===== src/rtl/core_sequencer_if.sv =====
// core_sequencer_if: run request, memory handshake, decode class flags
// and stage strobes exchanged between the sequencer and the datapath.
interface core_sequencer_if #(
    parameter int COUNTER_WIDTH = 32
) ();

    logic                     enable;
    logic                     mem_ready;
    logic                     load_enable;
    logic                     store_enable;
    logic                     fence_enable;
    logic                     control_instruction;
    logic                     writes_rd;
    logic                     illegal_instruction;

    logic                     pc_enable;
    logic                     decode_valid;
    logic                     execute_valid;
    logic                     read_enable;
    logic                     memory_write_enable;
    logic                     register_file_write_enable;
    logic                     pc_advance;
    logic                     halted;
    logic                     fault;
    logic [COUNTER_WIDTH-1:0] retired_count;
    logic [2:0]               state;

    modport master (
        output enable,
        output mem_ready,
        output load_enable,
        output store_enable,
        output fence_enable,
        output control_instruction,
        output writes_rd,
        output illegal_instruction,
        input  pc_enable,
        input  decode_valid,
        input  execute_valid,
        input  read_enable,
        input  memory_write_enable,
        input  register_file_write_enable,
        input  pc_advance,
        input  halted,
        input  fault,
        input  retired_count,
        input  state
    );

    modport slave (
        input  enable,
        input  mem_ready,
        input  load_enable,
        input  store_enable,
        input  fence_enable,
        input  control_instruction,
        input  writes_rd,
        input  illegal_instruction,
        output pc_enable,
        output decode_valid,
        output execute_valid,
        output read_enable,
        output memory_write_enable,
        output register_file_write_enable,
        output pc_advance,
        output halted,
        output fault,
        output retired_count,
        output state
    );

endinterface


===== src/rtl/core_sequencer.sv =====
// core_sequencer: multi-cycle control FSM stepping one RV32I instruction
// through fetch/decode/execute/memory/writeback with memory timeout trap.
module core_sequencer #(
    parameter int MEM_TIMEOUT   = 15,
    parameter int COUNTER_WIDTH = 32
) (
    input logic               clock,
    input logic               reset,
    core_sequencer_if.slave   bus
);

    localparam logic [2:0] S_IDLE      = 3'd0;
    localparam logic [2:0] S_FETCH     = 3'd1;
    localparam logic [2:0] S_DECODE    = 3'd2;
    localparam logic [2:0] S_EXECUTE   = 3'd3;
    localparam logic [2:0] S_MEMORY    = 3'd4;
    localparam logic [2:0] S_WRITEBACK = 3'd5;
    localparam logic [2:0] S_FAULT     = 3'd6;

    // Counter only needs to reach MEM_TIMEOUT-1; the limit cycle itself
    // is detected combinationally and leads straight to FAULT.
    localparam int WAIT_W = (MEM_TIMEOUT > 1) ? $clog2(MEM_TIMEOUT) : 1;
    localparam int WAIT_LIM = (MEM_TIMEOUT > 0) ? MEM_TIMEOUT - 1 : 0;
    localparam logic [WAIT_W-1:0] WAIT_LAST = WAIT_W'(WAIT_LIM);
    localparam logic TIMEOUT_ON = (MEM_TIMEOUT > 0);

    logic [2:0]               state_q, state_d;
    logic [WAIT_W-1:0]        wait_q, wait_d;
    logic [COUNTER_WIDTH-1:0] count_q, count_d;

    logic load_q, load_d;
    logic store_q, store_d;
    logic fence_q, fence_d;
    logic ctrl_q, ctrl_d;
    logic wrd_q, wrd_d;
    logic ill_q, ill_d;

    logic waiting;
    logic expired;
    logic mem_path;
    logic decode_bad;

    assign waiting = ((state_q == S_FETCH) || (state_q == S_MEMORY))
                     && !bus.mem_ready;

    assign expired = TIMEOUT_ON && waiting && (wait_q == WAIT_LAST);

    // Fence and control transfers never touch data memory.
    assign mem_path = (load_q | store_q) & ~fence_q & ~ctrl_q;

    assign decode_bad = bus.illegal_instruction
                        | (bus.load_enable & bus.store_enable);

    // Next-state selection; a ready memory beats the timeout limit.
    always_comb begin
        state_d = state_q;
        case (state_q)
            S_IDLE: begin
                if (bus.enable) begin
                    state_d = S_FETCH;
                end
            end
            S_FETCH: begin
                if (bus.mem_ready) begin
                    state_d = S_DECODE;
                end else if (expired) begin
                    state_d = S_FAULT;
                end
            end
            S_DECODE: begin
                state_d = decode_bad ? S_FAULT : S_EXECUTE;
            end
            S_EXECUTE: begin
                if (ill_q) begin
                    state_d = S_FAULT;
                end else if (mem_path) begin
                    state_d = S_MEMORY;
                end else begin
                    state_d = S_WRITEBACK;
                end
            end
            S_MEMORY: begin
                if (bus.mem_ready) begin
                    state_d = S_WRITEBACK;
                end else if (expired) begin
                    state_d = S_FAULT;
                end
            end
            S_WRITEBACK: begin
                state_d = bus.enable ? S_FETCH : S_IDLE;
            end
            S_FAULT: begin
                state_d = S_FAULT;
            end
            default: begin
                state_d = S_IDLE;
            end
        endcase
    end

    // Wait counter runs only while memory stalls, otherwise it sits at 0.
    always_comb begin
        wait_d = '0;
        if (TIMEOUT_ON && waiting && !expired) begin
            wait_d = wait_q + WAIT_W'(1);
        end
    end

    // Class flags are captured once per instruction, in DECODE.
    always_comb begin
        load_d  = load_q;
        store_d = store_q;
        fence_d = fence_q;
        ctrl_d  = ctrl_q;
        wrd_d   = wrd_q;
        ill_d   = ill_q;
        if (state_q == S_DECODE) begin
            load_d  = bus.load_enable;
            store_d = bus.store_enable;
            fence_d = bus.fence_enable;
            ctrl_d  = bus.control_instruction;
            wrd_d   = bus.writes_rd;
            ill_d   = bus.illegal_instruction;
        end
    end

    // Retirement happens in the single WRITEBACK cycle.
    always_comb begin
        count_d = count_q;
        if (state_q == S_WRITEBACK) begin
            count_d = count_q + COUNTER_WIDTH'(1);
        end
    end

    // State registers with synchronous reset.
    always_ff @(posedge clock) begin
        if (reset) begin
            state_q <= S_IDLE;
            wait_q  <= '0;
            count_q <= '0;
            load_q  <= 1'b0;
            store_q <= 1'b0;
            fence_q <= 1'b0;
            ctrl_q  <= 1'b0;
            wrd_q   <= 1'b0;
            ill_q   <= 1'b0;
        end else begin
            state_q <= state_d;
            wait_q  <= wait_d;
            count_q <= count_d;
            load_q  <= load_d;
            store_q <= store_d;
            fence_q <= fence_d;
            ctrl_q  <= ctrl_d;
            wrd_q   <= wrd_d;
            ill_q   <= ill_d;
        end
    end

    // Moore strobes decoded from the registered state and latched flags.
    always_comb begin
        bus.pc_enable                  = (state_q == S_FETCH);
        bus.decode_valid               = (state_q == S_DECODE);
        bus.execute_valid              = (state_q == S_EXECUTE);
        bus.read_enable                = (state_q == S_MEMORY) & load_q;
        bus.memory_write_enable        = (state_q == S_MEMORY) & store_q;
        bus.register_file_write_enable = (state_q == S_WRITEBACK)
                                         & wrd_q & ~store_q & ~fence_q;
        bus.pc_advance                 = (state_q == S_WRITEBACK);
        bus.halted                     = (state_q == S_IDLE)
                                         | (state_q == S_FAULT);
        bus.fault                      = (state_q == S_FAULT);
        bus.retired_count              = count_q;
        bus.state                      = state_q;
    end

endmodule

===== src/flat_wrapper.sv =====
// flat-port wrapper written by rule: the top's interface ports become plain ports
module core_sequencer_flat 
#(
    parameter int MEM_TIMEOUT   = 15,
    parameter int COUNTER_WIDTH = 32
)
  (clock, reset, bus_enable, bus_mem_ready, bus_load_enable, bus_store_enable, bus_fence_enable, bus_control_instruction, bus_writes_rd, bus_illegal_instruction, bus_pc_enable, bus_decode_valid, bus_execute_valid, bus_read_enable, bus_memory_write_enable, bus_register_file_write_enable, bus_pc_advance, bus_halted, bus_fault, bus_retired_count, bus_state);
  core_sequencer_if #(.COUNTER_WIDTH(COUNTER_WIDTH)) bus_i ();
  input logic clock;
  input logic reset;
  input wire logic [$bits(bus_i.enable)-1:0] bus_enable;
  input wire logic [$bits(bus_i.mem_ready)-1:0] bus_mem_ready;
  input wire logic [$bits(bus_i.load_enable)-1:0] bus_load_enable;
  input wire logic [$bits(bus_i.store_enable)-1:0] bus_store_enable;
  input wire logic [$bits(bus_i.fence_enable)-1:0] bus_fence_enable;
  input wire logic [$bits(bus_i.control_instruction)-1:0] bus_control_instruction;
  input wire logic [$bits(bus_i.writes_rd)-1:0] bus_writes_rd;
  input wire logic [$bits(bus_i.illegal_instruction)-1:0] bus_illegal_instruction;
  output wire logic [$bits(bus_i.pc_enable)-1:0] bus_pc_enable;
  output wire logic [$bits(bus_i.decode_valid)-1:0] bus_decode_valid;
  output wire logic [$bits(bus_i.execute_valid)-1:0] bus_execute_valid;
  output wire logic [$bits(bus_i.read_enable)-1:0] bus_read_enable;
  output wire logic [$bits(bus_i.memory_write_enable)-1:0] bus_memory_write_enable;
  output wire logic [$bits(bus_i.register_file_write_enable)-1:0] bus_register_file_write_enable;
  output wire logic [$bits(bus_i.pc_advance)-1:0] bus_pc_advance;
  output wire logic [$bits(bus_i.halted)-1:0] bus_halted;
  output wire logic [$bits(bus_i.fault)-1:0] bus_fault;
  output wire logic [$bits(bus_i.retired_count)-1:0] bus_retired_count;
  output wire logic [$bits(bus_i.state)-1:0] bus_state;
  assign bus_i.enable = bus_enable;
  assign bus_i.mem_ready = bus_mem_ready;
  assign bus_i.load_enable = bus_load_enable;
  assign bus_i.store_enable = bus_store_enable;
  assign bus_i.fence_enable = bus_fence_enable;
  assign bus_i.control_instruction = bus_control_instruction;
  assign bus_i.writes_rd = bus_writes_rd;
  assign bus_i.illegal_instruction = bus_illegal_instruction;
  assign bus_pc_enable = bus_i.pc_enable;
  assign bus_decode_valid = bus_i.decode_valid;
  assign bus_execute_valid = bus_i.execute_valid;
  assign bus_read_enable = bus_i.read_enable;
  assign bus_memory_write_enable = bus_i.memory_write_enable;
  assign bus_register_file_write_enable = bus_i.register_file_write_enable;
  assign bus_pc_advance = bus_i.pc_advance;
  assign bus_halted = bus_i.halted;
  assign bus_fault = bus_i.fault;
  assign bus_retired_count = bus_i.retired_count;
  assign bus_state = bus_i.state;
  core_sequencer #(.MEM_TIMEOUT(MEM_TIMEOUT), .COUNTER_WIDTH(COUNTER_WIDTH)) u_core (.clock(clock), .reset(reset), .bus(bus_i));
endmodule

===== config.mk =====
export PLATFORM = sky130hd
export DESIGN_NAME = core_sequencer_flat
export DESIGN_NICKNAME = d
export VERILOG_FILES = /design/src/rtl/core_sequencer_if.sv /design/src/rtl/core_sequencer.sv /design/src/flat_wrapper.sv
export SDC_FILE = /design/constraint.sdc
export NUM_CORES = 1
export LEC_CHECK = 0
export BUFFER_PORTS_ARGS = -buffer_cell sky130_fd_sc_hd__buf_4
export CORE_AREA = 2 2 78 80
export CTS_BUF_LIST = sky130_fd_sc_hd__clkbuf_2 sky130_fd_sc_hd__clkbuf_4 sky130_fd_sc_hd__clkbuf_8
export DETAILED_ROUTE_END_ITERATION = 10
export DIE_AREA = 0 0 80 82
export SYNTH_ARGS = -nofsm -noshare
export SYNTH_HDL_FRONTEND = slang
export SYNTH_SLANG_ARGS = --single-unit

===== constraint.sdc =====
create_clock -name clock -period 2.9 [get_ports clock]
set_clock_uncertainty 0.15 [all_clocks]
set_input_delay 0.29 -clock clock [delete_from_list [all_inputs] [get_ports clock]]
set_output_delay 0.29 -clock clock [all_outputs]
set_load 0.005 [all_outputs]

==> results.md, run 1 <==
- Drt total wl: 4932 um
- Port bufs: 53
- Met2 Routed Length: 2320 um
- Worst-path clk slew: 0.08 ns
- TritonCTS clock tree: built
- Post-CTS Hold Buffers: 0
- Relative slew slack: 62.50%
- Fin. Hold Viols: 0
- Overall Power: 1.280 mW
- Post-synth EDFFs: 0
- Clk sinks: 45
- First-pass GRT wire length: ~8400 um
- Hpwl dp: 3508 um
- Sequential-to-total area share from yosys stat: 40.68%
- WP data required: 2.98 ns
- Clock Root Buffer: clkbuf_8
- Worst skew pair latency: slightly below 0.3 ns
- Fin crit period: 2.347 ns
- P per Cell Area: 459.7 mW/mm2
- Die Wd: 80 um
- Most common cell after layout, fill and taps aside: buf_4
- Area grow syn2layout: 25.71%
- Synth Instances: about 260
- Post-DR wirelength/cell: 12.81 um
- Crit path max-delay family: simple AND/OR/NAND/NOR gates
- Top FF cell, synth: dfxtp_1
- Syn Nets: 274
- Worst Path Buf+Inv: 0
- Commonest cells after routing, fill and taps aside: buf_4, dfxtp_1, nor2_1, a21oi_1, nand2_1
- Cell area after synthesis: 0.002215 mm2
- Setup Buffers After CTS: 0
- Die height: approximately 82 um
- DIE AREA: between 0.006 and 0.007 mm2
- Final setup vio count: 0
- Setup TNS: 0 ns
- Remaining Overflow, GRT: 0
- CTS Buf Count: 5
- DR vias/cell: about 5.2
- Via count: 2,021
- Wire length on met1: 2337 um
- GPL Wtd Cong: 0.7365
- Worst vdd ir: ~0.27 mV
- Clock Path Buffers: 2
- Hold Path Depth: 3
- WP depth: 4
- Netlist cell types: 42
- Met3 routed WL: 252 um
- Ys Warns: 0
- Asr flop ratio synth: 0%
- DRC Markers: 0
- Layout cells sized above 1: 23.23%
- Unrepaired setup endpoints after global routing: false
- Highest routed layer: met4
- Pins Over Slew Limit: 0
- Ports: 54
- TritonRoute pass-1 iters: 4
- CP max FO: 17
- Total GRT Usage: 15.90%
- Worst Tran Pin Value: around 0.56 ns
- Nets: 322
- Final Cycle Share: 80.94%
- Max-cap violations: 0
- Core footprint: 0.005746 mm2
- Starting density of the core: 38.55%
- Post-CTS resize count: 0
- WP data arrival: between 2 and 2.5 ns
- CP max-delay cell: or4_1
- Worst min path class: in2reg
- CP peak stage delay: 0.80 ns
- CP Cell Sequence: nand4_1, or4_1, or4_1, a21oi_1
- Largest net degree at the start of global routing: 44
- Core Rows: 28
- CP most frequent cell: or4_1
- CP Launch Type: flop
- Post-DRT Antenna Nets: 0
- Vias in the first global route: 1,859
- Setup crit end kind: flop
- Avg Inst Size Synth: about 8.5 um2
- Initial antenna violation count: 0
- #FFs+latches synth: 45
- Outcome: completed
- Maximum clock frequency: 426.0 MHz
- H-tree depth: 2
- Pleak: 1.061 nW
- R2R depth: 4
- DRT iter0 DRCs: 124
- N_diodes: 0
- Worst Path Class, Setup: reg2reg
Yosys cell counts (2+ instances only):
cell type | number | area (um2)
a21o_1 | 2 | 15.01
nor3_1 | 3 | 15.01
clkbuf_1 | 12 | 45.04
nor4_1 | 4 | 25.02
xnor2_1 | 9 | 78.83
and2_1 | 2 | 12.51
or3_1 | 10 | 62.56
mux2i_1 | 6 | 60.06
o21ai_0 | 10 | 50.05
nor2_1 | 29 | 108.9
or2_2 | 2 | 12.51
and3_1 | 5 | 31.28
a21oi_1 | 22 | 110.1
ha_1 | 3 | 37.54
o31ai_1 | 10 | 75.07
dfxtp_1 | 45 | 900.9
nor3b_1 | 3 | 22.52
a211oi_1 | 2 | 15.01
inv_1 | 9 | 33.78
nand2_1 | 13 | 48.80
and4_1 | 4 | 35.03
nor2b_1 | 4 | 25.02
nand3_1 | 10 | 50.05
mux2_2 | 3 | 33.78
xor2_1 | 3 | 26.28
nand4_1 | 9 | 56.30
or4_1 | 12 | 90.09
path summary, 6_finish.rpt:
path	from	end	slack, ns
setup / recovery	u_core.bus.retired_count[3]$_SDFFE_PP0P_	u_core.bus.retired_count[22]$_SDFFE_PP0P_	0.55
hold reg to reg	u_core.wait_q[0]$_SDFF_PP0_	u_core.wait_q[0]$_SDFF_PP0_	0.32
hold / removal	bus_fence_enable	u_core.fence_q$_SDFFE_PP0P_	0.08
setup reg to reg	u_core.bus.retired_count[3]$_SDFFE_PP0P_	u_core.bus.retired_count[22]$_SDFFE_PP0P_	0.55
worst min-delay path: stages:
cell	delay (ns)
buf_4	0.08
mux2i_1	0.05
nor2_1	0.07
per-layer routing:
metal	track usage (%)	vias to the layer above
met5	0	-
met4	4.237	0
met3	4.176	2
met2	26.75	45
met1	20.24	927
li1	-	1047
per-stage QoR:
step	hold slack, ns	cell area [um2]	util, %	instances	setup WS [ns]
3_3_place_gp	0.2981	2664	46.36	377	0.6108
2_1_floorplan	0.2786	2215	-	261	0.6811
6_report	0.07615	2784	48.45	385	0.5526
5_1_grt	0.07754	2784	48.45	385	0.3398
3_5_place_dp	0.3088	2664	46.36	377	0.5698
4_1_cts	0.06860	2784	48.45	385	0.5477
power breakdown:
group	total, mW	leakage [nW]	internal, mW	switching (mW)
registers	0.639	0.363	0.629	0.00990
logic	0.142	0.636	0.0692	0.0726
clock network	0.499	0.0619	0.290	0.208
total	1.28	1.06	0.989	0.291
sequential cells by signal (all words and copies together), names as in the netlist:
register / flops
u_core.wait_q: 4
u_core.load_q: 1
u_core.bus.retired_count: 32
u_core.ill_q: 1
u_core.store_q: 1
u_core.wrd_q: 1
u_core.ctrl_q: 1
u_core.bus.state: 3
u_core.fence_q: 1
cells by family (layout without fill, tap and decap cells):
group                    Yosys count  after routing  share of synthesized area (%)
AO/OA/AOI/OAI                     54             54                          14.97
XOR/XNOR                          12             12                          4.746
adder cells (fa/ha/maj)            3              3                          1.695
buffers and inverters             25             74                          4.802
flip-flops                        45             45                          40.68
multiplexers                       9              9                          4.237
AND/OR/NAND/NOR                  113            113                          28.87
final cells by class:
cell class | count | area (um2)
fillers | 592 | 2962
multi-input cells | 191 | 1207
flip-flops and latches | 45 | 900.9
repair buffers | 57 | 427.9
well taps | 75 | 93.84
clock buffers | 7 | 90.09
inverters | 9 | 33.78
clock inverters | 1 | 30.03
Note: power is estimated with default switching activity, not from simulation.
==> run 2: changes to the inputs <==
Settings changed: ABC_AREA set to 1, CORE_AREA 2 2 78 80 to 2 2 81 83, DIE_AREA 0 0 80 82 to 0 0 83 85.
Clock period 2.9 ns to 2.35 ns, I/O delays scaled along.
==> run 2 against run 1 <==
Via count up 22%. First-iteration DRC count rose by 16%. Clock-buffer cell count increased by 1. Worst setup slack got worse by 0.10 ns. Power is 19% higher. Sequential cell count is the same. Wire length is 29% higher. Critical path depth down 1. Clock power rose by 1%. Final area grew 7.6%. Largest power group unchanged. Highest routed layer unchanged.
==> results.md, run 2 <==
- Outcome: completed
- Die Wd: about 83 um
- Core footprint: 0.006205 mm2
- CP max FO: 6
- Largest register FFs: 32
- Starting density of the core: 38.98%
- Ys Warns: 0
- CTS Buf Count: 5
- DIE AREA: 0.007055 mm2
- Final setup vio count: 0
- Via count: 2,471
- DRT iter0 DRCs: between 100 and 150
- Core Rows: 29
- Total GRT Usage: roughly a fifth
- Cell taking the most area after synthesis: dfxtp_1
- Largest family of logic cells by synthesized area: simple AND/OR/NAND/NOR gates
- WP data required: ~2.0 ns
- Largest net degree at the start of global routing: 28
- Post-synthesis adder-cell area fraction: 1.552%
- Sequential-to-total area share from yosys stat: 37.25%
- N_diodes: 0
- First-pass GRT wire length: 10,880 um
- Post-DR wirelength/cell: 12.33 um
- Hold endpoint: u_core.fence_q$_SDFFE_PP0P_
- Area grow syn2layout: 23.85%
- Post-CTS Hold Buffers: 0
- DR vias/cell: 4.798
- Cell area after synthesis: 0.002419 mm2
- Hold Path Depth: 3
- Nets: 450
- Clock Path Buffers: 2
- Max-cap violations: 0
- Mux contribution to synthesized area: 0%
- TritonCTS clock tree: built
- FF-to-FF End: u_core.bus.retired_count[24]$_SDFFE_PP0P_
- Simple-gate share of the synthesized area: between 30% and 40%
- Worst Tran Pin Value: 0.6179 ns
- Pleak: 1.386 nW
- CP Cell Sequence: inv_1, nor3_1, buf_4
- Synth Instances: 380
- CP peak stage delay: about 0.47 ns
- Overall Power: 1.528 mW
- Remaining Overflow, GRT: 0
- #FFs+latches synth: 45
- Hpwl dp: between 4000 and 5000 um
- Final Cycle Share: between 80 and 90%
- Fin crit period: 1.902 ns
- GPL Wtd Cong: 0.8474
- H-tree depth: 2
- Placed cell areas: 0.002904 mm2
- Layout cells sized above 1: 17.12%
- Pins Over Slew Limit: 0
- CP Launch Type: flop
- Setup crit end kind: output port
- Post-synth top cells: nand2_1, nor2_1, inv_1, dfxtp_1, nand3_1
- Initial antenna violation count: 0
- Area contributors post-synth: dfxtp_1, nand2_1, nor2_1
- Compound-Gate Fraction of Synth Area: 8.070%
- Hold Startpoint: bus_fence_enable
- WP data arrival: 1.52 ns
- Clock Root Buffer: clkbuf_8
- Die height: 85 um
- Netlist cell types: 28
- CP max-delay cell: dfxtp_1
- Asr flop ratio synth: 0%
- Ports: 54
- Unrepaired setup endpoints after global routing: false
- Crit path max-delay family: flip-flops
- XOR/XNOR Fraction of Synth Area: 2.535%
- Drt total wl: about 6300 um
- Relative slew slack: 58.49%
- Post-synth EDFFs: 0
- TritonRoute pass-1 iters: 5
- Final Cell Area: 0.002995 mm2
- Most common cell after layout, fill and taps aside: nand2_1
- R2R depth: 9
- Count leader, synth: nand2_1
- Setup Buffers After CTS: 0
- Worst vdd ir: ~0.28 mV
- Worst Path Buf+Inv: 2
- Register-to-Register Setup Slack: 0.59 ns
- Post-DRT Antenna Nets: 0
- Area share of the largest cell type after synthesis: 37.25%
- DRC Markers: 0
- P per Cell Area: 510.0 mW/mm2
- Maximum clock frequency: approximately 530 MHz
- Post-CTS resize count: 0
- Setup TNS: 0 ns
- Worst min path class: in2reg
- Port bufs: 53
- Vias in the first global route: 2,314
- Top FF cell, synth: dfxtp_1
- Worst skew pair latency: approximately 0.30 ns
- Commonest cells after routing, fill and taps aside: nand2_1, nor2_1, inv_1, buf_4, dfxtp_1
- Avg Inst Size Synth: 6.365 um2
- Worst Path Class, Setup: reg2out
- Worst R2R Start: u_core.bus.retired_count[0]$_SDFFE_PP0P_
- Clk sinks: 45
- Worst-path clk slew: 0.08 ns
- Fin. Hold Viols: 0
- Syn Nets: 393
## run 2: cell type report
| class | instances | area [um2] |
|---|---|---|
| Clock buffer | 8 | 91.34 |
| Tap cell | 77 | 96.34 |
| Fill cell | 658 | 3209 |
| Timing Repair Buffer | 54 | 405.4 |
| Multi-Input combinational cell | 268 | 1260 |
| Inverter | 63 | 241.5 |
| Sequential cell | 45 | 900.9 |
## run 2: worst max-delay path by stage
stage / from / endpoint / slack (ns) / depth (start not counted)
6_report: u_core.bus.state[0]$_SDFFE_PP0P_ / bus_execute_valid / 0.45 / 3
3_5_place_dp: u_core.bus.retired_count[0]$_SDFFE_PP0P_ / u_core.bus.retired_count[28]$_SDFFE_PP0P_ / 0.60 / 8
5_1_grt: u_core.bus.state[0]$_SDFFE_PP0P_ / bus_execute_valid / 0.33 / 3
3_3_place_gp: u_core.bus.retired_count[0]$_SDFFE_PP0P_ / u_core.bus.retired_count[28]$_SDFFE_PP0P_ / 0.61 / 8
2_1_floorplan: u_core.bus.retired_count[0]$_SDFFE_PP0P_ / u_core.bus.retired_count[28]$_SDFFE_PP0P_ / 0.75 / 8
4_1_cts: u_core.bus.state[0]$_SDFFE_PP0P_ / bus_execute_valid / 0.43 / 3
## run 2: cells by family after synthesis
| group | Yosys count |
|---|---|
| buf+inv | 67 |
| compound gates | 37 |
| xor+xnor | 7 |
| simple gates | 221 |
| flops | 45 |
| fa+ha+maj | 3 |
## run 2: where the power goes
part	switching [mW]	leakage [nW]	total [mW]	internal (mW)
Combinational	0.117	0.974	0.206	0.0892
Clock	0.258	0.0498	0.505	0.247
Sequential	0.0294	0.363	0.817	0.788
## run 2: through the flow
stage / hold slack [ns] / setup WS (ns) / util [%] / std cells
finish: 0.05750 / 0.4483 / 48.28 / 515
global route: 0.07367 / 0.3338 / 48.28 / 515
CTS: 0.05196 / 0.4305 / 48.28 / 515
detailed placement: 0.2996 / 0.5973 / 46.80 / 507
global placement: 0.2945 / 0.6144 / 46.80 / 507
floorplan: 0.1541 / 0.7511 / - / 380
## run 2: tightest hold or removal path, stage by stage
cell	delay, ns
buf_4	0.11
nand2_1	0.06
a21oi_1	0.05
## run 2: per-layer routing
| metal | routed length (um) | global-route usage, % |
|---|---|---|
| met5 | 0 | 0 |
| met4 | 70 | 4.918 |
| met3 | 295 | 3.599 |
| met2 | 2757 | 29.40 |
| met1 | 3223 | 26.86 |
